**src/rtl/router_pkg.sv**
```systemverilog
// -----------------------------------------------------------------------------
// router_pkg
//
// Purpose:
//   Definitions shared between the router and the route programmer:
//   default channel geometry, default update strobe width and the
//   programmer's state encoding.
//
// Contents:
//   DEF_W_SEL      width of source/destination select fields
//   DEF_N_OUT      number of router output channels
//   DEF_PULSE_LEN  update strobe high time in clocks
//   prog_state_t   route programmer FSM states
// -----------------------------------------------------------------------------
package router_pkg;

    localparam int DEF_W_SEL     = 4;
    localparam int DEF_N_OUT     = 8;
    localparam int DEF_PULSE_LEN = 2;

    // ST_CHECK is only entered when the differential update build is enabled.
    typedef enum logic [2:0] {
        ST_IDLE   = 3'd0,
        ST_CHECK  = 3'd1,
        ST_SETUP  = 3'd2,
        ST_STROBE = 3'd3,
        ST_HOLD   = 3'd4,
        ST_DONE   = 3'd5
    } prog_state_t;

endpackage

```
**src/rtl/route_programmer_if.sv**
```systemverilog
// -----------------------------------------------------------------------------
// route_programmer_if
//
// Purpose:
//   Bundles the controller-side request/status handshake and the router-side
//   single-entry update bus of the route programmer.
//
// Signals:
//   route_table_in     source select per destination, entry k at [k*W_SEL +: W_SEL]
//   output_active_in   channel activation mask
//   start_in           programming request (taken only while ready_out=1)
//   ready_out          programmer idle
//   busy_out           programmer sequencing
//   done_out           one-cycle completion pulse
//   src_select_out     to router src_select_in
//   dest_select_out    to router dest_select_in
//   output_active_out  to router output_active_in
//   update_out         to router update_in
//
// Modports:
//   master  controller / bench side (drives table, mask, start)
//   slave   route programmer side
// -----------------------------------------------------------------------------
interface route_programmer_if
    import router_pkg::*;
#(
    parameter int W_SEL = DEF_W_SEL,
    parameter int N_OUT = DEF_N_OUT
);

    logic [W_SEL*N_OUT-1:0] route_table_in;
    logic [N_OUT-1:0]       output_active_in;
    logic                   start_in;
    logic                   ready_out;
    logic                   busy_out;
    logic                   done_out;
    logic [W_SEL-1:0]       src_select_out;
    logic [W_SEL-1:0]       dest_select_out;
    logic [N_OUT-1:0]       output_active_out;
    logic                   update_out;

    modport master (
        output route_table_in,
        output output_active_in,
        output start_in,
        input  ready_out,
        input  busy_out,
        input  done_out,
        input  src_select_out,
        input  dest_select_out,
        input  output_active_out,
        input  update_out
    );

    modport slave (
        input  route_table_in,
        input  output_active_in,
        input  start_in,
        output ready_out,
        output busy_out,
        output done_out,
        output src_select_out,
        output dest_select_out,
        output output_active_out,
        output update_out
    );

endinterface

```
**src/rtl/strobe_timer.sv**
```systemverilog
// -----------------------------------------------------------------------------
// strobe_timer
//
// Purpose:
//   Load / count-down counter that times the PULSE_LEN-cycle high window of
//   the router update strobe. The count is non-zero exactly during the
//   window; expired_out flags the last cycle of the window so the FSM can
//   leave its strobe state on the following edge.
//
// Ports:
//   clk_in       system clock, posedge
//   rst_n_in     asynchronous active-low reset
//   load_in      load PULSE_LEN; window starts on the next cycle
//   expired_out  high in the final cycle of the window
// -----------------------------------------------------------------------------
module strobe_timer
    import router_pkg::*;
#(
    parameter int PULSE_LEN = DEF_PULSE_LEN
) (
    input  logic clk_in,
    input  logic rst_n_in,
    input  logic load_in,
    output logic expired_out
);

    localparam int CW = $clog2(PULSE_LEN + 1);

    logic [CW-1:0] count_q;

    always_ff @(posedge clk_in or negedge rst_n_in) begin
        if (!rst_n_in) begin
            count_q <= '0;
        end else if (load_in) begin
            count_q <= CW'(PULSE_LEN);
        end else if (count_q != '0) begin
            count_q <= count_q - 1'b1;
        end
    end

    assign expired_out = (count_q == CW'(1));

endmodule

```
**src/rtl/route_programmer.sv**
```systemverilog
// -----------------------------------------------------------------------------
// route_programmer
//
// Purpose:
//   Writes a complete routing table into the router's single-entry update
//   port. On an accepted start the table and activation mask are captured,
//   then destinations 0..N_OUT-1 are visited in order. Each entry gets one
//   SETUP cycle (selects driven, strobe low), PULSE_LEN STROBE cycles
//   (update_out high) and one HOLD cycle (strobe low, selects held), so the
//   router always sees stable selects around both strobe edges and at least
//   two low cycles between strobes. A DONE cycle pulses done_out before the
//   block returns to IDLE. Selects and mask keep their last values afterwards.
//
// Parameters:
//   W_SEL      select field width
//   N_OUT      number of router outputs (<= 2**W_SEL)
//   PULSE_LEN  update strobe high time in clocks (>= 1)
//
// Ports:
//   clk_in    system clock, posedge
//   rst_n_in  asynchronous active-low reset; aborts a sequence at once
//   bus       route_programmer_if.slave (controller handshake + router bus)
//
// Build option:
//   ROUTE_PROG_DIFF_EN  when defined, the last successfully written table
//                       and mask are kept in shadow registers. A CHECK cycle
//                       precedes each entry and entries equal to the shadow
//                       are skipped. Entry 0 is always written when the mask
//                       changed, so the new mask reaches the router.
// -----------------------------------------------------------------------------
module route_programmer
    import router_pkg::*;
#(
    parameter int W_SEL     = DEF_W_SEL,
    parameter int N_OUT     = DEF_N_OUT,
    parameter int PULSE_LEN = DEF_PULSE_LEN
) (
    input  logic               clk_in,
    input  logic               rst_n_in,
    route_programmer_if.slave  bus
);

    prog_state_t            state_q;
    logic [W_SEL-1:0]       k_q;
    logic [W_SEL*N_OUT-1:0] tbl_q;
    logic [N_OUT-1:0]       mask_q;

    logic                   accept;
    logic                   last_entry;
    logic [W_SEL-1:0]       next_k;
    logic                   timer_load;
    logic                   timer_expired;

    function automatic logic [W_SEL-1:0] entry_of(
        input logic [W_SEL*N_OUT-1:0] tbl,
        input logic [W_SEL-1:0]       idx
    );
        return tbl[int'(idx)*W_SEL +: W_SEL];
    endfunction

    assign accept     = (state_q == ST_IDLE) && bus.start_in;
    assign last_entry = (k_q == W_SEL'(N_OUT - 1));
    assign next_k     = k_q + 1'b1;
    assign timer_load = (state_q == ST_SETUP);

    strobe_timer #(
        .PULSE_LEN (PULSE_LEN)
    ) u_strobe_timer (
        .clk_in      (clk_in),
        .rst_n_in    (rst_n_in),
        .load_in     (timer_load),
        .expired_out (timer_expired)
    );

    // Request snapshot: later input changes are ignored until the next start.
    always_ff @(posedge clk_in) begin
        if (accept) begin
            tbl_q  <= bus.route_table_in;
            mask_q <= bus.output_active_in;
        end
    end

`ifdef ROUTE_PROG_DIFF_EN
    logic [W_SEL*N_OUT-1:0] shadow_tbl_q;
    logic [N_OUT-1:0]       shadow_mask_q;
    logic                   shadow_valid_q;
    logic                   skip_entry;

    // The mask only travels with a strobe, so a mask change forces entry 0.
    assign skip_entry = shadow_valid_q
                     && (entry_of(tbl_q, k_q) == entry_of(shadow_tbl_q, k_q))
                     && !((k_q == '0) && (mask_q != shadow_mask_q));

    // Shadow reflects what the router holds after a completed sequence.
    always_ff @(posedge clk_in) begin
        if (state_q == ST_DONE) begin
            shadow_tbl_q  <= tbl_q;
            shadow_mask_q <= mask_q;
        end
    end
`endif

    always_ff @(posedge clk_in or negedge rst_n_in) begin
        if (!rst_n_in) begin
            state_q               <= ST_IDLE;
            k_q                   <= '0;
            bus.ready_out         <= 1'b1;
            bus.busy_out          <= 1'b0;
            bus.done_out          <= 1'b0;
            bus.update_out        <= 1'b0;
            bus.src_select_out    <= '0;
            bus.dest_select_out   <= '0;
            bus.output_active_out <= '0;
`ifdef ROUTE_PROG_DIFF_EN
            shadow_valid_q        <= 1'b0;
`endif
        end else begin
            case (state_q)
                ST_IDLE: begin
                    if (bus.start_in) begin
                        k_q           <= '0;
                        bus.ready_out <= 1'b0;
                        bus.busy_out  <= 1'b1;
`ifdef ROUTE_PROG_DIFF_EN
                        state_q       <= ST_CHECK;
`else
                        // Snapshot lands on this same edge, so entry 0 is
                        // taken straight from the inputs.
                        state_q               <= ST_SETUP;
                        bus.src_select_out    <= entry_of(bus.route_table_in, '0);
                        bus.dest_select_out   <= '0;
                        bus.output_active_out <= bus.output_active_in;
`endif
                    end
                end

`ifdef ROUTE_PROG_DIFF_EN
                ST_CHECK: begin
                    if (skip_entry) begin
                        if (last_entry) begin
                            state_q      <= ST_DONE;
                            bus.done_out <= 1'b1;
                        end else begin
                            k_q <= next_k;
                        end
                    end else begin
                        state_q               <= ST_SETUP;
                        bus.src_select_out    <= entry_of(tbl_q, k_q);
                        bus.dest_select_out   <= k_q;
                        bus.output_active_out <= mask_q;
                    end
                end
`endif

                ST_SETUP: begin
                    state_q        <= ST_STROBE;
                    bus.update_out <= 1'b1;
                end

                ST_STROBE: begin
                    if (timer_expired) begin
                        state_q        <= ST_HOLD;
                        bus.update_out <= 1'b0;
                    end
                end

                ST_HOLD: begin
                    if (last_entry) begin
                        state_q      <= ST_DONE;
                        bus.done_out <= 1'b1;
                    end else begin
                        k_q <= next_k;
`ifdef ROUTE_PROG_DIFF_EN
                        state_q <= ST_CHECK;
`else
                        state_q               <= ST_SETUP;
                        bus.src_select_out    <= entry_of(tbl_q, next_k);
                        bus.dest_select_out   <= next_k;
                        bus.output_active_out <= mask_q;
`endif
                    end
                end

                ST_DONE: begin
                    state_q       <= ST_IDLE;
                    bus.done_out  <= 1'b0;
                    bus.busy_out  <= 1'b0;
                    bus.ready_out <= 1'b1;
`ifdef ROUTE_PROG_DIFF_EN
                    shadow_valid_q <= 1'b1;
`endif
                end

                default: begin
                    state_q <= ST_IDLE;
                end
            endcase
        end
    end

endmodule

```
**src/flat_wrapper.sv**
```systemverilog
// flat-port wrapper written by rule: the top's interface ports become plain ports
module route_programmer_flat import router_pkg::*;
#(
    parameter int W_SEL     = DEF_W_SEL,
    parameter int N_OUT     = DEF_N_OUT,
    parameter int PULSE_LEN = DEF_PULSE_LEN
)
  (clk_in, rst_n_in, bus_route_table_in, bus_output_active_in, bus_start_in, bus_ready_out, bus_busy_out, bus_done_out, bus_src_select_out, bus_dest_select_out, bus_output_active_out, bus_update_out);
  route_programmer_if #(.W_SEL(W_SEL), .N_OUT(N_OUT)) bus_i ();
  input  logic clk_in;
  input  logic rst_n_in;
  input wire logic [$bits(bus_i.route_table_in)-1:0] bus_route_table_in;
  input wire logic [$bits(bus_i.output_active_in)-1:0] bus_output_active_in;
  input wire logic [$bits(bus_i.start_in)-1:0] bus_start_in;
  output wire logic [$bits(bus_i.ready_out)-1:0] bus_ready_out;
  output wire logic [$bits(bus_i.busy_out)-1:0] bus_busy_out;
  output wire logic [$bits(bus_i.done_out)-1:0] bus_done_out;
  output wire logic [$bits(bus_i.src_select_out)-1:0] bus_src_select_out;
  output wire logic [$bits(bus_i.dest_select_out)-1:0] bus_dest_select_out;
  output wire logic [$bits(bus_i.output_active_out)-1:0] bus_output_active_out;
  output wire logic [$bits(bus_i.update_out)-1:0] bus_update_out;
  assign bus_i.route_table_in = bus_route_table_in;
  assign bus_i.output_active_in = bus_output_active_in;
  assign bus_i.start_in = bus_start_in;
  assign bus_ready_out = bus_i.ready_out;
  assign bus_busy_out = bus_i.busy_out;
  assign bus_done_out = bus_i.done_out;
  assign bus_src_select_out = bus_i.src_select_out;
  assign bus_dest_select_out = bus_i.dest_select_out;
  assign bus_output_active_out = bus_i.output_active_out;
  assign bus_update_out = bus_i.update_out;
  route_programmer #(.W_SEL(W_SEL), .N_OUT(N_OUT), .PULSE_LEN(PULSE_LEN)) u_core (.clk_in(clk_in), .rst_n_in(rst_n_in), .bus(bus_i));
endmodule
```
**config.mk**
```make
export PLATFORM = sky130hd
export DESIGN_NAME = route_programmer_flat
export DESIGN_NICKNAME = d
export VERILOG_FILES = /design/src/rtl/router_pkg.sv /design/src/rtl/route_programmer_if.sv /design/src/rtl/strobe_timer.sv /design/src/rtl/route_programmer.sv /design/src/flat_wrapper.sv
export SDC_FILE = /design/constraint.sdc
export NUM_CORES = 1
export LEC_CHECK = 0
export CORE_MARGIN = 2
export CORE_UTILIZATION = 49
export CTS_CLUSTER_DIAMETER = 100
export DETAILED_ROUTE_END_ITERATION = 10
export MAX_ROUTING_LAYER = met4
export PLACE_DENSITY = 0.79
export SYNTH_ARGS = -nofsm -noshare
export SYNTH_HDL_FRONTEND = slang
export SYNTH_SLANG_ARGS = --single-unit
```
**constraint.sdc**
```tcl
create_clock -name clk_in -period 5.6 [get_ports clk_in]
set_clock_uncertainty 0.05 [all_clocks]
set_input_delay 0.56 -clock clk_in [delete_from_list [all_inputs] [get_ports clk_in]]
set_output_delay 0.56 -clock clk_in [all_outputs]
set_load 0.1 [all_outputs]
```
# Yosys cells after proc, flatten, opt, wreduce, memory -nomap -nowiden
# Cells that the tools add are included.
[totals]
reg_bits = 65
in_bits = 43
out_inout_bits = 20
elab_cells = 60
[op_classes]
n_addsub = 2
eq_ne = 10
n_shift = 1
mux = 23
reduce_logical = 13
[op_table]
columns = ["operator", "count"]
rows = [
  ["32-bit by 7-bit indexed part select with 4-bit output", 1],
  ["4-bit 2-to-1 mux", 4],
  ["8-bit 2-to-1 mux", 2],
  ["4-bit case mux with 2 select lines", 2],
  ["8-bit case mux with 2 select lines", 1],
  ["3-bit case mux with 4 select lines", 1],
  ["2-bit nonzero test", 6],
  ["3-bit 2-to-1 mux", 3],
  ["1-bit case mux with 2 select lines", 4],
  ["2-bit AND reduction", 4],
  ["3-bit by 2-bit == test with 1-bit output, second input constant", 2],
  ["3-bit == test, second input constant", 2],
  ["4-bit by 1-bit adder with 4-bit output, second input constant", 1],
  ["4-bit by 3-bit == test with 1-bit output, second input constant", 1],
  ["1-bit 2-to-1 mux", 4],
  ["2-bit 2-to-1 mux", 2],
  ["2-bit by 1-bit != test with 1-bit output, second input constant", 2],
  ["2-bit != test, second input constant", 2],
  ["3-bit zero test", 1],
  ["3-bit AND reduction", 1],
  ["2-bit by 1-bit == test with 1-bit output, second input constant", 1],
  ["2-bit by 1-bit subtractor with 2-bit output, second input constant", 1],
  ["1-bit logical AND", 1],
]

# Logic depth before layout (Yosys ltp)
# Gate-level depths: netlist (run 1).
[logic_depth]
depth_word = 4
ltp_mapped = 7
ltp_nobuf = 5

# Cells and area by module
# Synthesis (run 1) repeated with hierarchy kept, for this count alone.
[unflattened]
hier_cells = 174
area_unflattened_um2 = 2697.6
[modules_own_cells]
columns = ["module", "instances", "cells_per_inst", "area_per_inst_um2"]
rows = [
  ["route_programmer", 1, 163, 2582.5],
  ["strobe_timer", 1, 11, 115.1],
]

# Least setup slack after synthesis (run 1)
# Ideal clock, no wire load.
[synth_path]
path_type = "flip-flop to flip-flop"
start = "reg u_core.state_q[0]"
end = "reg u_core.mask_q[0], enable pin"
setup_ns = 0.487
arrival_ns = 3.422
required_time_ns = 5.063
setup_slack_ns = 1.641
stages_incl_launch_ff = 3
path_cell_list = "dfrtp_1 -> clkbuf_1 -> nor3_1"
[synth_between]
elab_chain_cells = 2
[synth_lines]
columns = ["item", "line", "text"]
rows = [
  ["start: declaration", "route_programmer.sv:43", "prog_state_t state_q;"],
  ["start signal: assignment", "route_programmer.sv:105", "state_q <= ST_IDLE;"],
  ["start signal: assignment", "route_programmer.sv:129", "state_q <= ST_SETUP;"],
  ["start signal: assignment", "route_programmer.sv:156", "state_q <= ST_STROBE;"],
  ["3-bit zero test", "route_programmer.sv:61", "assign accept = (state_q == ST_IDLE) && bus.start_in;"],
  ["1-bit logical AND", "route_programmer.sv:61", ""],
  ["net u_core.accept", "route_programmer.sv:48", "logic accept;"],
  ["end signal: assignment", "route_programmer.sv:79", "mask_q <= bus.output_active_in;"],
  ["end: declaration", "route_programmer.sv:46", "logic [N_OUT-1:0] mask_q;"],
]
# The timed path passes the listed nets, and every way through them passes these cells.
# A chain may end at the register's enable or synchronous reset.

# Worst setup path in the final report (run 1)
[layout_path]
start = "reg u_core.bus.dest_select_out[0]"
end = "out bus_dest_select_out[0]"
[layout_rtl]
columns = ["item", "line", "text"]
rows = [
  ["start: declaration", "route_programmer_if.sv:63", "output dest_select_out,"],
  ["start signal: assignment", "route_programmer.sv:178", "bus.dest_select_out <= next_k;"],
  ["end: declaration", "flat_wrapper.sv:19", "output wire logic [$bits(bus_i.dest_select_out)-1:0] bus_dest_select_out;"],
]
# No word-level cell between the ends.

==> PnR_summary.wiki, run 1 <==
{| class="wikitable"
! Metric !! Value
|-
| Run status || finished clean
|-
| Total congestion overflow after global routing || 0
|-
| Die boundary width || 77.8 um
|-
| Clock latency of the later-clocked register in the worst-skew pair || 0.33 ns
|-
| DPL Wire Length || 3620 um
|-
| Required time of the critical path || 4.99 ns
|-
| Setup repair after global routing missed its margin || no
|-
| Max_slew headroom || 0.275
|-
| Max-Cap Viols || 0
|-
| Most used cells in the layout excluding fill and tap cells || clkdlybuf4s50_1, edfxtp_1, dfrtp_1, nand2_1, nor2_1
|-
| Post-CTS clock slew at the launch and capture registers of the worst setup and hold paths || 0.07 ns
|-
| Wire length of the first global-routing pass || 8710 um
|-
| TritonCTS clock tree || built
|-
| Gates resized, CTS repair || 0
|-
| Yosys cell types || 35
|-
| Path depth of the worst reg2reg path || 5
|-
| Total die area || 6050 sq um
|-
| Post-CTS setup buffers || 0
|-
| Register bit count reported by yosys || 65
|-
| Worst setup EP type || primary output
|-
| Number of hold buffers added after CTS || 0
|-
| Compound-cell area share of the yosys netlist || 0.0920
|-
| I/O Buffers || 62
|-
| Maximum fanout along the worst path || 13
|-
| CTS root buf || clkbuf_8
|-
| First DRT Iteration DRCs || 245
|-
| Setup violations, final || 0
|-
| Worst setup slack after layout || 2.69 ns
|-
| Area share of xor/xnor cells in the synthesized design || 0.00657
|-
| Initial antenna violation count || 0
|-
| Power density relative to cell area || 547 nW/um^2
|-
| Cell accounting for the most synthesized area || edfxtp_1
|-
| Number of max-slew violations in the final report || 0
|-
| Leakage Power || 1.30 nW
|-
| Num ports || 63
|-
| Initial standard-cell utilization of the core || 0.515
|-
| Number of antenna repair diodes || 0
|-
| Core Region || 5170 sq um
|-
| Largest family of logic cells by synthesized area || multiplexers
|-
| Vias per cell || 5.35
|-
| Top cell family by delay on the critical path || buffers and inverters
|-
| Type of element launching the critical path || flop
|-
| Post-Route Setup TNS || 0 ns
|-
| WL per Instance || 15.8 um
|-
| Number of H-tree branching levels || 3
|-
| Portion of netlist area occupied by mux cells || 0.0925
|-
| Number of enable flip-flop cells after synthesis || 40
|-
| Tightest Hold Check Type || reg2reg
|-
| Number of clock sinks || 65
|-
| Gate count of the mapped netlist || 186
|-
| Share of the synthesized area in the top cell type || 0.451
|-
| Most frequent standard cell in the layout excluding fill and tap cells || clkdlybuf4s50_1
|-
| Via count of the first global-routing pass || 1787
|-
| Post-route antenna net violation count || 0
|-
| Final hold violations || 0
|-
| Syn Nets || 232
|-
| Share of synthesized flip-flops with an asynchronous set or reset || 0.385
|-
| Area share of and/or/nand/nor cells after synthesis || 0.0817
|-
| Average instance area after synthesis || 14.3 sq um
|-
| Pre-CTS setup slack || 2.94 ns
|-
| Number of gates on the worst path with buffers counted || 1
|-
| Max Buffers Root-to-Sink || 2
|-
| Cell Area, Synth || 2670 sq um
|-
| Achievable Freq || 343 MHz
|-
| Routed via count || 1754
|-
| Peak per-stage delay on the critical path || 1.26 ns
|-
| Fraction of the yosys area taken by sequential cells || 0.686
|-
| DR DRC count || 0
|-
| Gpl congestion || 0.781
|-
| Final worst-path cycle share || 0.520
|-
| Actual transition at the worst max-transition pin || 1.09 ns
|-
| Tmin final || 2.91 ns
|-
| Cell Chain, Critical Path || clkdlybuf4s50_1
|-
| First-pass detailed-route iteration total || 4
|-
| Critical path arrival || 2.30 ns
|-
| Clock buffers created by TritonCTS || 9
|-
| IR drop worst, VDD || 0.272 mV
|-
| Kind of critical path || reg2out
|-
| Die Ht || 77.8 um
|-
| Routed wire length || 5190 um
|-
| Count of buffer and inverter cells on the critical path || 1
|-
| Top area cells in the synthesized netlist || edfxtp_1, dfrtp_1, mux4_1
|-
| Post-synthesis adder-cell area fraction || 0.0141
|-
| Share of layout cells above drive strength 1 || 0.0930
|-
| Number of nets in the layout || 299
|-
| Cell with the largest stage delay on the worst path || clkdlybuf4s50_1
|-
| Ys flop type || edfxtp_1
|-
| # rows || 26
|-
| Largest net degree at the start of global routing || 41
|-
| Yosys warning total || 0
|-
| Depth of the worst hold-timing path || 2
|-
| Total global routing track utilization || 0.199
|-
| Area growth syn-to-layout || 31.6%
|}
-- logic make-up (layout without fill, tap and decap cells) --
logic type               after synthesis  after routing
adder cells (fa/ha/maj)                3              3
multiplexers                          13             13
flip-flops                            65             65
buffers and inverters                 16             88
AO/OA/AOI/OAI                         36             36
AND/OR/NAND/NOR                       51             51
XOR/XNOR                               2              2
-- metal layers --
| layer | up-vias | part of all wire | global-route usage |
|---|---|---|---|
| met2 | 47 | 0.51 | 0.319 |
| met3 | 10 | 0.043 | 0.0430 |
| met5 | - | 0 | - |
| li1 | 829 | - | - |
| met1 | 868 | 0.42 | 0.242 |
| met4 | 0 | 0.020 | 0.0911 |
-- synth_stat cells (2+ instances only) --
| master | instances |
|---|---|
| mux4_2 | 4 |
| a21oi_1 | 8 |
| nor2b_1 | 2 |
| clkbuf_1 | 4 |
| o22ai_1 | 6 |
| o21ai_0 | 6 |
| nor2_1 | 20 |
| a31oi_1 | 8 |
| buf_2 | 4 |
| ha_1 | 3 |
| inv_1 | 7 |
| xor2_1 | 2 |
| mux2i_1 | 4 |
| mux4_1 | 4 |
| nand2_1 | 22 |
| dfrtp_1 | 24 |
| edfxtp_1 | 40 |
-- worst register-to-register path, delay by kind of cell (launching register included) --
family | cells | cell delay (ns)
AO/OA/AOI/OAI | 2 | 1.21
adder cells (fa/ha/maj) | 1 | 0.37
flip-flops | 1 | 0.59
AND/OR/NAND/NOR | 2 | 0.39
-- flip-flops by register name, indices dropped and copies added (netlist names), 2 cells and up --
signal and count:
u_core.tbl_q 32, u_core.mask_q 8, u_core.state_q 3, u_core.bus.output_active_out 8, u_core.bus.src_select_out 4, u_core.u_strobe_timer.count_q 2, u_core.bus.dest_select_out 4
-- power by group --
group	leakage, nW	switching [mW]	internal (mW)	total [mW]
Sequential	0.651	0.0909	0.635	0.726
Combinational	0.569	0.624	0.249	0.872
Clock	0.0819	0.166	0.156	0.322
Total	1.30	0.881	1.04	1.92
-- stage by stage --
step	util	hold slack [ns]	area, sq um	power, mW	instances
floorplan	-	0.214	2670	1.39	186
global placement	0.649	0.427	3350	1.59	312
detailed placement	0.649	0.437	3350	1.61	312
CTS	0.678	0.454	3510	1.93	328
global route	0.678	0.494	3510	2.01	328
finish	0.678	0.453	3510	1.92	328
-- worst paths after layout --
check / start / to / slack (ns)
worst max-delay path: u_core.bus.dest_select_out[0] / bus_dest_select_out[0] / 2.69
worst max register to register: u_core.bus.dest_select_out[0] / u_core.bus.output_active_out[4] / 2.91
min in group asynchronous: rst_n_in / u_core.bus.busy_out / 0.55
worst min register to register: u_core.bus.update_out / u_core.bus.update_out / 0.45
worst min-delay path: u_core.bus.update_out / u_core.bus.update_out / 0.45
max in group asynchronous: rst_n_in / u_core.bus.ready_out / 4.65
-- final cells by class --
cell class              instances  area, sq um
flip-flops and latches         65         1830
fillers                       384         1660
multi-input cells             105          769
repair buffers                 65          643
clock buffers                  11          131
well taps                      70         87.6
inverters                       7         26.3
clock inverters                 5         22.5
(Power assumes the default switching activity.)
==> run 2, diff against run 1 <==
- clock period: 5.6 -> 2.74 ns (I/O delays scaled with it)
==> run 2 against run 1 <==
  * Via count fell by 0.63%
  * Setup slack worse by 2.0 ns
  * Utilization grew 0.41 points
  * Worst hold slack worse by 0.23 ns
  * Non-clock buffer count is 3 higher
  * First-iteration DRC count decreased by 40%
  * Sequential power increased by 100%
  * Sequential share of layout area is 0.31 points lower
  * Critical path depth up 5
  * Cell area rose by 0.61%
  * Count of clock-buffer cells in the layout fell by 1
  * Power increased by 110%
  * Critical path type is now reg2reg
  * Highest routed layer unchanged
==> PnR_summary.wiki, run 2 (same netlist as run 1, synthesis figures left out) <==
{| class="wikitable"
! Metric !! Value
|-
| Run status || finished clean
|-
| Setup violations, final || 0 (unchanged)
|-
| Required time of the critical path || 2.96 ns (-2.03 ns)
|-
| First DRT Iteration DRCs || 147 (-40%)
|-
| Gpl congestion || 0.801 (+2.6%)
|-
| Total congestion overflow after global routing || 0 (unchanged)
|-
| Initial antenna violation count || 0 (unchanged)
|-
| Leakage Power || 1.35 nW (+4.0%)
|-
| Registers with the most flip-flops || u_core.tbl_q (32), u_core.bus.output_active_out (8), u_core.mask_q (8)
|-
| Cell with the largest stage delay on the worst path || a2111oi_4
|-
| Vias per cell || 5.27 (-1.5%)
|-
| Kind of critical path || reg2reg
|-
| Worst hold-check slack || 0.226 ns (-0.228 ns)
|-
| Type of element launching the critical path || flop
|-
| # rows || 26 (unchanged)
|-
| Post-Route Setup TNS || 0 ns (unchanged)
|-
| Die boundary width || 77.8 um (unchanged)
|-
| Max_slew headroom || 0.412 (+0.137)
|-
| TritonCTS clock tree || built
|-
| Setup repair after global routing missed its margin || no
|-
| Routed wire length || 5190 um (+0.17%)
|-
| Die Ht || 77.8 um (unchanged)
|-
| Top reg by flops || u_core.tbl_q
|-
| Gates resized, CTS repair || 0 (unchanged)
|-
| DR DRC count || 0 (unchanged)
|-
| Wire length of the first global-routing pass || 8510 um (-2.3%)
|-
| Total die area || 6050 sq um (unchanged)
|-
| Peak per-stage delay on the critical path || 0.50 ns (-0.76 ns)
|-
| I/O Buffers || 62 (unchanged)
|-
| Worst setup EP type || flop
|-
| Number of hold buffers added after CTS || 0 (unchanged)
|-
| Power density relative to cell area || 1150 nW/um^2 (+110%)
|-
| Actual transition at the worst max-transition pin || 0.871 ns (-0.217 ns)
|-
| Most frequent standard cell in the layout excluding fill and tap cells || clkdlybuf4s50_1
|-
| Achievable Freq || 478 MHz
|-
| Total length of routed met3 wires || 263 um (+18%)
|-
| Num ports || 63 (unchanged)
|-
| Tmin final || 2.09 ns
|-
| Core Region || 5170 sq um (unchanged)
|-
| Most used cells in the layout excluding fill and tap cells || clkdlybuf4s50_1, edfxtp_1, buf_4, dfrtp_1, nand2_1
|-
| Number of clock sinks || 65 (unchanged)
|-
| Via count of the first global-routing pass || 1793 (+0.34%)
|-
| Clock buffers created by TritonCTS || 9 (unchanged)
|-
| First-pass detailed-route iteration total || 4 (unchanged)
|-
| Maximum fanout along the worst path || 16 (+3)
|-
| Flip-flop count of the largest register after layout || 32 (unchanged)
|-
| Routed met1 length || 2160 um (-1.4%)
|-
| Clock latency of the later-clocked register in the worst-skew pair || 0.35 ns (+0.02 ns)
|-
| CTS root buf || clkbuf_8
|-
| Critical path arrival || 2.31 ns (about the same)
|-
| Max-Cap Viols || 0 (unchanged)
|-
| Initial standard-cell utilization of the core || 0.515 (unchanged)
|-
| Total global routing track utilization || 0.196 (-0.00220)
|-
| Top routing layer in use || met4
|-
| WL per Instance || 15.7 um (-0.73%)
|-
| Cell Chain, Critical Path || ha_1, and3b_1, a2111oi_4, buf_4, nor2_1, a31oi_1
|-
| Share of the core filled with cells || 0.682 (+0.00411)
|-
| Number of antenna repair diodes || 0 (unchanged)
|-
| Number of H-tree branching levels || 3 (unchanged)
|-
| Post-route antenna net violation count || 0 (unchanged)
|-
| DPL Wire Length || 3600 um (-0.49%)
|-
| Post-CTS setup buffers || 0 (unchanged)
|-
| IR drop worst, VDD || 0.553 mV (+100%)
|-
| Met2 WL post-DR || 2670 um (+0.34%)
|-
| Final worst-path cycle share || 0.764
|-
| Number of max-slew violations in the final report || 0 (unchanged)
|-
| Routed via count || 1743 (-0.63%)
|-
| Final hold violations || 0 (unchanged)
|-
| Share of layout cells above drive strength 1 || 0.192 (+0.0985)
|-
| Largest net degree at the start of global routing || 41 (unchanged)
|-
| Area growth syn-to-layout || 32.4%
|-
| Post-CTS clock slew at the launch and capture registers of the worst setup and hold paths || 0.07 ns (about the same)
|-
| Number of nets in the layout || 302 (+1.0%)
|-
| Tightest Hold Check Type || in2async
|-
| Max Buffers Root-to-Sink || 2 (unchanged)
|-
| Total power draw || 4.06 mW (+110%)
|}
## run 2: changes by cell type in the layout (fill, tap and decap cells not counted), moves of 2 or more
| cell | change |
|---|---|
| buf_4 | +23 |
| clkdlybuf4s50_1 | -20 |
| clkinv_1 | -2 |
| clkinv_2 | -2 |
| clkinv_4 | +3 |
## run 2: area by class of cell
class                           count  area (sq um)
Clock buffer                       10           128
Clock inverter                      6          68.8
Fill cell                         385          1640
Inverter                            7          26.3
Multi-Input combinational cell    105           776
Sequential cell                    65          1830
Tap cell                           70          87.6
Timing Repair Buffer               68           616
## run 2: per-stage QoR
step / area [sq um] / cells / worst slack [ns]
6_report: 3530 / 331 / 0.648
5_1_grt: 3530 / 331 / 0.476
4_1_cts: 3530 / 331 / 0.642
3_5_place_dp: 3330 / 315 / 0.683
3_3_place_gp: 3330 / 315 / 0.773
2_1_floorplan: 2670 / 186 / 0.0285
## run 2: final timing paths
kind / start / endpoint / slack (ns) / cells past startpoint
max in group asynchronous: rst_n_in / u_core.bus.output_active_out[6] / 1.82 / 2
min: rst_n_in / u_core.bus.done_out / 0.23 / 1
max: u_core.bus.dest_select_out[1] / u_core.bus.output_active_out[5] / 0.65 / 6
min in group clk_in: bus_route_table_in[5] / u_core.tbl_q[5] / 0.42 / 1
max reg2reg: u_core.bus.dest_select_out[1] / u_core.bus.output_active_out[5] / 0.65 / 6
min reg2reg: u_core.u_strobe_timer.count_q[1] / u_core.u_strobe_timer.count_q[1] / 0.44 / 2
## run 2: critical path, delay by kind of cell, from the launching register on
kind / cells / cell delay [ns]
fa+ha+maj: 1 / 0.26
simple gates: 2 / 0.35
flops: 1 / 0.43
buf+inv: 1 / 0.28
compound gates: 2 / 0.65
## run 2: power by group
part	internal [mW]	switching (mW)	total, mW	leakage (nW)
sequential	1.30	0.185	1.48	0.651
combinational	0.480	1.30	1.78	0.607
clock	0.423	0.377	0.799	0.0964
total	2.20	1.86	4.06	1.35
## run 2: per-layer routing
metal / global-route usage / up-vias
li1: - / 835
met1: 0.234 / 844
met2: 0.309 / 57
met3: 0.0593 / 7
met4: 0.0911 / 0
met5: - / -
==> run 3, diff against run 2 <==
- CORE_UTILIZATION: 49 -> 44
- PLACE_DENSITY: 0.79 -> 0.75
- clock period: 2.74 -> 1.7 ns (I/O delays scaled with it)
==> run 3 against run 2 <==
  * Sequential cell count unchanged
  * Combinational power up 110%
  * Count of clock-buffer cells in the layout up 3
  * Power up 81%
  * Cell area up 14%
  * Cell count up 6.9%
  * Worst hold slack worse by 0.080 ns
  * The run now ends with negative setup slack left
  * Global-route usage up 0.50 points
  * Sequential share of layout area down 6.2 points
  * Utilization up 0.28 points
  * Maximum frequency up 10%
  * Critical endpoint unchanged
  * Highest routed layer unchanged
==> PnR_summary.wiki, run 3 (same netlist as run 1, synthesis figures left out) <==
{| class="wikitable"
! Metric !! Value
|-
| Leakage Power || 1.53 nW (+13%)
|-
| Switching Fraction || 0.432 (-0.0263)
|-
| Flip-flop count of the largest register after layout || 32 (unchanged)
|-
| First-pass detailed-route iteration total || 4 (unchanged)
|-
| Number of antenna repair diodes || 0 (unchanged)
|-
| Maximum fanout along the worst path || 8 (-8)
|-
| Launch instance of the worst register-to-register path || u_core.bus.dest_select_out[0]
|-
| Die boundary width || 81.8 um (+5.2%)
|-
| Type of element launching the critical path || flop
|-
| Die Ht || 81.8 um (+5.2%)
|-
| Total die area || 6700 sq um (+11%)
|-
| IR drop worst, VDD || 1.05 mV (+90%)
|-
| Clock latency of the later-clocked register in the worst-skew pair || 0.34 ns (about the same)
|-
| Tmin final || 1.90 ns (-0.196 ns)
|-
| DR DRC count || 0 (unchanged)
|-
| Actual transition at the worst max-transition pin || 0.374 ns (-0.496 ns)
|-
| DPL Wire Length || 3880 um (+7.9%)
|-
| Post-CTS clock slew at the launch and capture registers of the worst setup and hold paths || 0.07 ns (about the same)
|-
| Max-Cap Viols || 0 (unchanged)
|-
| Gpl congestion || 0.864 (+7.8%)
|-
| Core Region || 5890 sq um (+14%)
|-
| First DRT Iteration DRCs || 175 (+19%)
|-
| Combinational group share of total power || 0.511 (+0.073)
|-
| Most used cells in the layout excluding fill and tap cells || clkdlybuf4s50_1, edfxtp_1, nand2_1, buf_12, dfrtp_1
|-
| Share of layout cells above drive strength 1 || 0.287 (+0.0952)
|-
| Clock buffers created by TritonCTS || 9 (unchanged)
|-
| Total power draw || 7.33 mW (+81%)
|-
| Run status || finished, violations left
|-
| Max Buffers Root-to-Sink || 2 (unchanged)
|-
| Number of clock sinks || 65 (unchanged)
|-
| Power density relative to cell area || 1820 nW/um^2 (+58%)
|-
| Initial standard-cell utilization of the core || 0.453 (-0.0624)
|-
| Final worst-path cycle share || 1.12 (+0.352)
|-
| Share of the core filled with cells || 0.685 (+0.00277)
|-
| Max_slew headroom || 0.749 (+0.337)
|-
| Fraction of power consumed by the clock network || 0.152 (-0.045)
|-
| Routed via count || 1853 (+6.3%)
|-
| Setup repair after global routing missed its margin || yes
|-
| Via count of the first global-routing pass || 1901 (+6.0%)
|-
| Total congestion overflow after global routing || 0 (unchanged)
|-
| Vias per cell || 5.23 (-0.60%)
|-
| Number of H-tree branching levels || 3 (unchanged)
|-
| Number of hold buffers added after CTS || 0 (unchanged)
|-
| Path depth of the worst reg2reg path || 7 (+1)
|-
| Wire length of the first global-routing pass || 9380 um (+10%)
|-
| Top reg by flops || u_core.tbl_q
|-
| Final hold violations || 0 (unchanged)
|-
| Violations in the final reports || negative setup slack
|-
| Critical path arrival || 2.10 ns (-0.21 ns)
|-
| TritonCTS clock tree || built
|-
| Most frequent standard cell in the layout excluding fill and tap cells || clkdlybuf4s50_1
|-
| Routed wire length || 5760 um (+11%)
|-
| Flop2flop setup slack || -0.20 ns (-0.84 ns)
|-
| CTS root buf || clkbuf_8
|-
| Required time of the critical path || 1.90 ns (-1.06 ns)
|-
| Kind of critical path || reg2reg
|-
| Num ports || 63 (unchanged)
|-
| # rows || 28 (+7.7%)
|-
| Setup violations, final || 16 (+16)
|-
| Number of nets in the layout || 320 (+6.0%)
|-
| Achievable Freq || 527 MHz (+10%)
|-
| Worst setup slack after layout || -0.197 ns (-0.844 ns)
|-
| Sequential Power Share || 0.338 (-0.027)
|-
| Initial antenna violation count || 0 (unchanged)
|-
| Tightest Hold Check Type || in2async
|-
| Int Pwr || 4.16 mW (+89%)
|-
| Worst setup EP type || flop
|-
| Switching power || 3.17 mW (+70%)
|-
| Total global routing track utilization || 0.201 (+0.00503)
|-
| WL per Instance || 16.3 um (+3.8%)
|-
| I/O Buffers || 62 (unchanged)
|-
| RR Endpoint || u_core.bus.output_active_out[5]
|-
| Area growth syn-to-layout || 51.3%
|-
| Registers with the most flip-flops || u_core.tbl_q (32), u_core.bus.output_active_out (8), u_core.mask_q (8)
|-
| Largest net degree at the start of global routing || 41 (unchanged)
|-
| Post-route antenna net violation count || 0 (unchanged)
|-
| Number of max-slew violations in the final report || 0 (unchanged)
|}
-- run 3: cell types whose count changed in the layout (fill, tap and decap cells not counted), sizes merged --
cell    change
a2111o      +1
clkbuf      +4
bufinv      -1
clkinv      -2
buf        +16
-- run 3: worst max-delay path: stages, from the launching register on --
cell	delay, ns
dfrtp_4	0.49
ha_4	0.16
and3b_2	0.24
a2111oi_4	0.32
buf_4	0.21
buf_12	0.14
nor2_1	0.05
a31oi_1	0.16
-- run 3: layer usage --
layer | global-route usage | share of wire
met2 | 0.320 | 0.53
met1 | 0.248 | 0.41
met4 | 0.0900 | 0.016
met3 | 0.0451 | 0.038
met5 | - | 0
-- run 3: area by class of cell --
cell class,count,area [sq um]
fillers,423,1850
well taps,75,93.8
clock inverters,3,16.3
repair buffers,85,1050
flip-flops and latches,65,1840
multi-input cells,106,861
inverters,7,26.3
clock buffers,13,149
-- run 3: repair_timing --
item	in CTS	in global routing
endpoints found under the hold margin	0	0
pin swaps	4	0
cloned	1	1
setup buffers	1	2
setup endpoints to repair	16	16
gates resized for setup	1	13
-- run 3: through the flow --
| step | cell area [sq um] | setup TNS [ns] | setup WS [ns] | hold WS, ns | std cells |
|---|---|---|---|---|---|
| 3_5_place_dp | 3750 | -2.49 | -0.196 | 0.470 | 333 |
| 3_3_place_gp | 3750 | -1.54 | -0.125 | 0.424 | 333 |
| 2_1_floorplan | 2730 | -19.96 | -0.372 | -0.176 | 186 |
| 5_1_grt | 4030 | -3.65 | -0.298 | 0.180 | 354 |
| 6_report | 4030 | -2.26 | -0.197 | 0.146 | 354 |
| 4_1_cts | 3940 | -1.89 | -0.140 | 0.148 | 351 |
-- run 3: worst max path at each step --
stage,startpoint,cells past startpoint,slack (ns),to
finish,u_core.bus.dest_select_out[0],7,-0.20,u_core.bus.output_active_out[5]
global route,u_core.bus.dest_select_out[0],7,-0.30,u_core.bus.output_active_out[5]
detailed placement,u_core.bus.dest_select_out[0],6,-0.20,u_core.bus.src_select_out[2]
global placement,u_core.bus.dest_select_out[0],4,-0.13,u_core.bus.dest_select_out[0]
floorplan,u_core.state_q[2],2,-0.37,u_core.mask_q[0]
CTS,u_core.bus.dest_select_out[0],6,-0.14,u_core.bus.output_active_out[5]
-- run 3: power groups by stage --
stage / Combinational [mW] / Sequential (mW) / Clock (mW)
finish: 3.74 / 2.48 / 1.11
floorplan: 0.873 / 3.76 / 0
global placement: 3.60 / 2.44 / 0
detailed placement: 3.65 / 2.47 / 0
global route: 3.93 / 2.52 / 1.22
CTS: 3.65 / 2.45 / 1.15
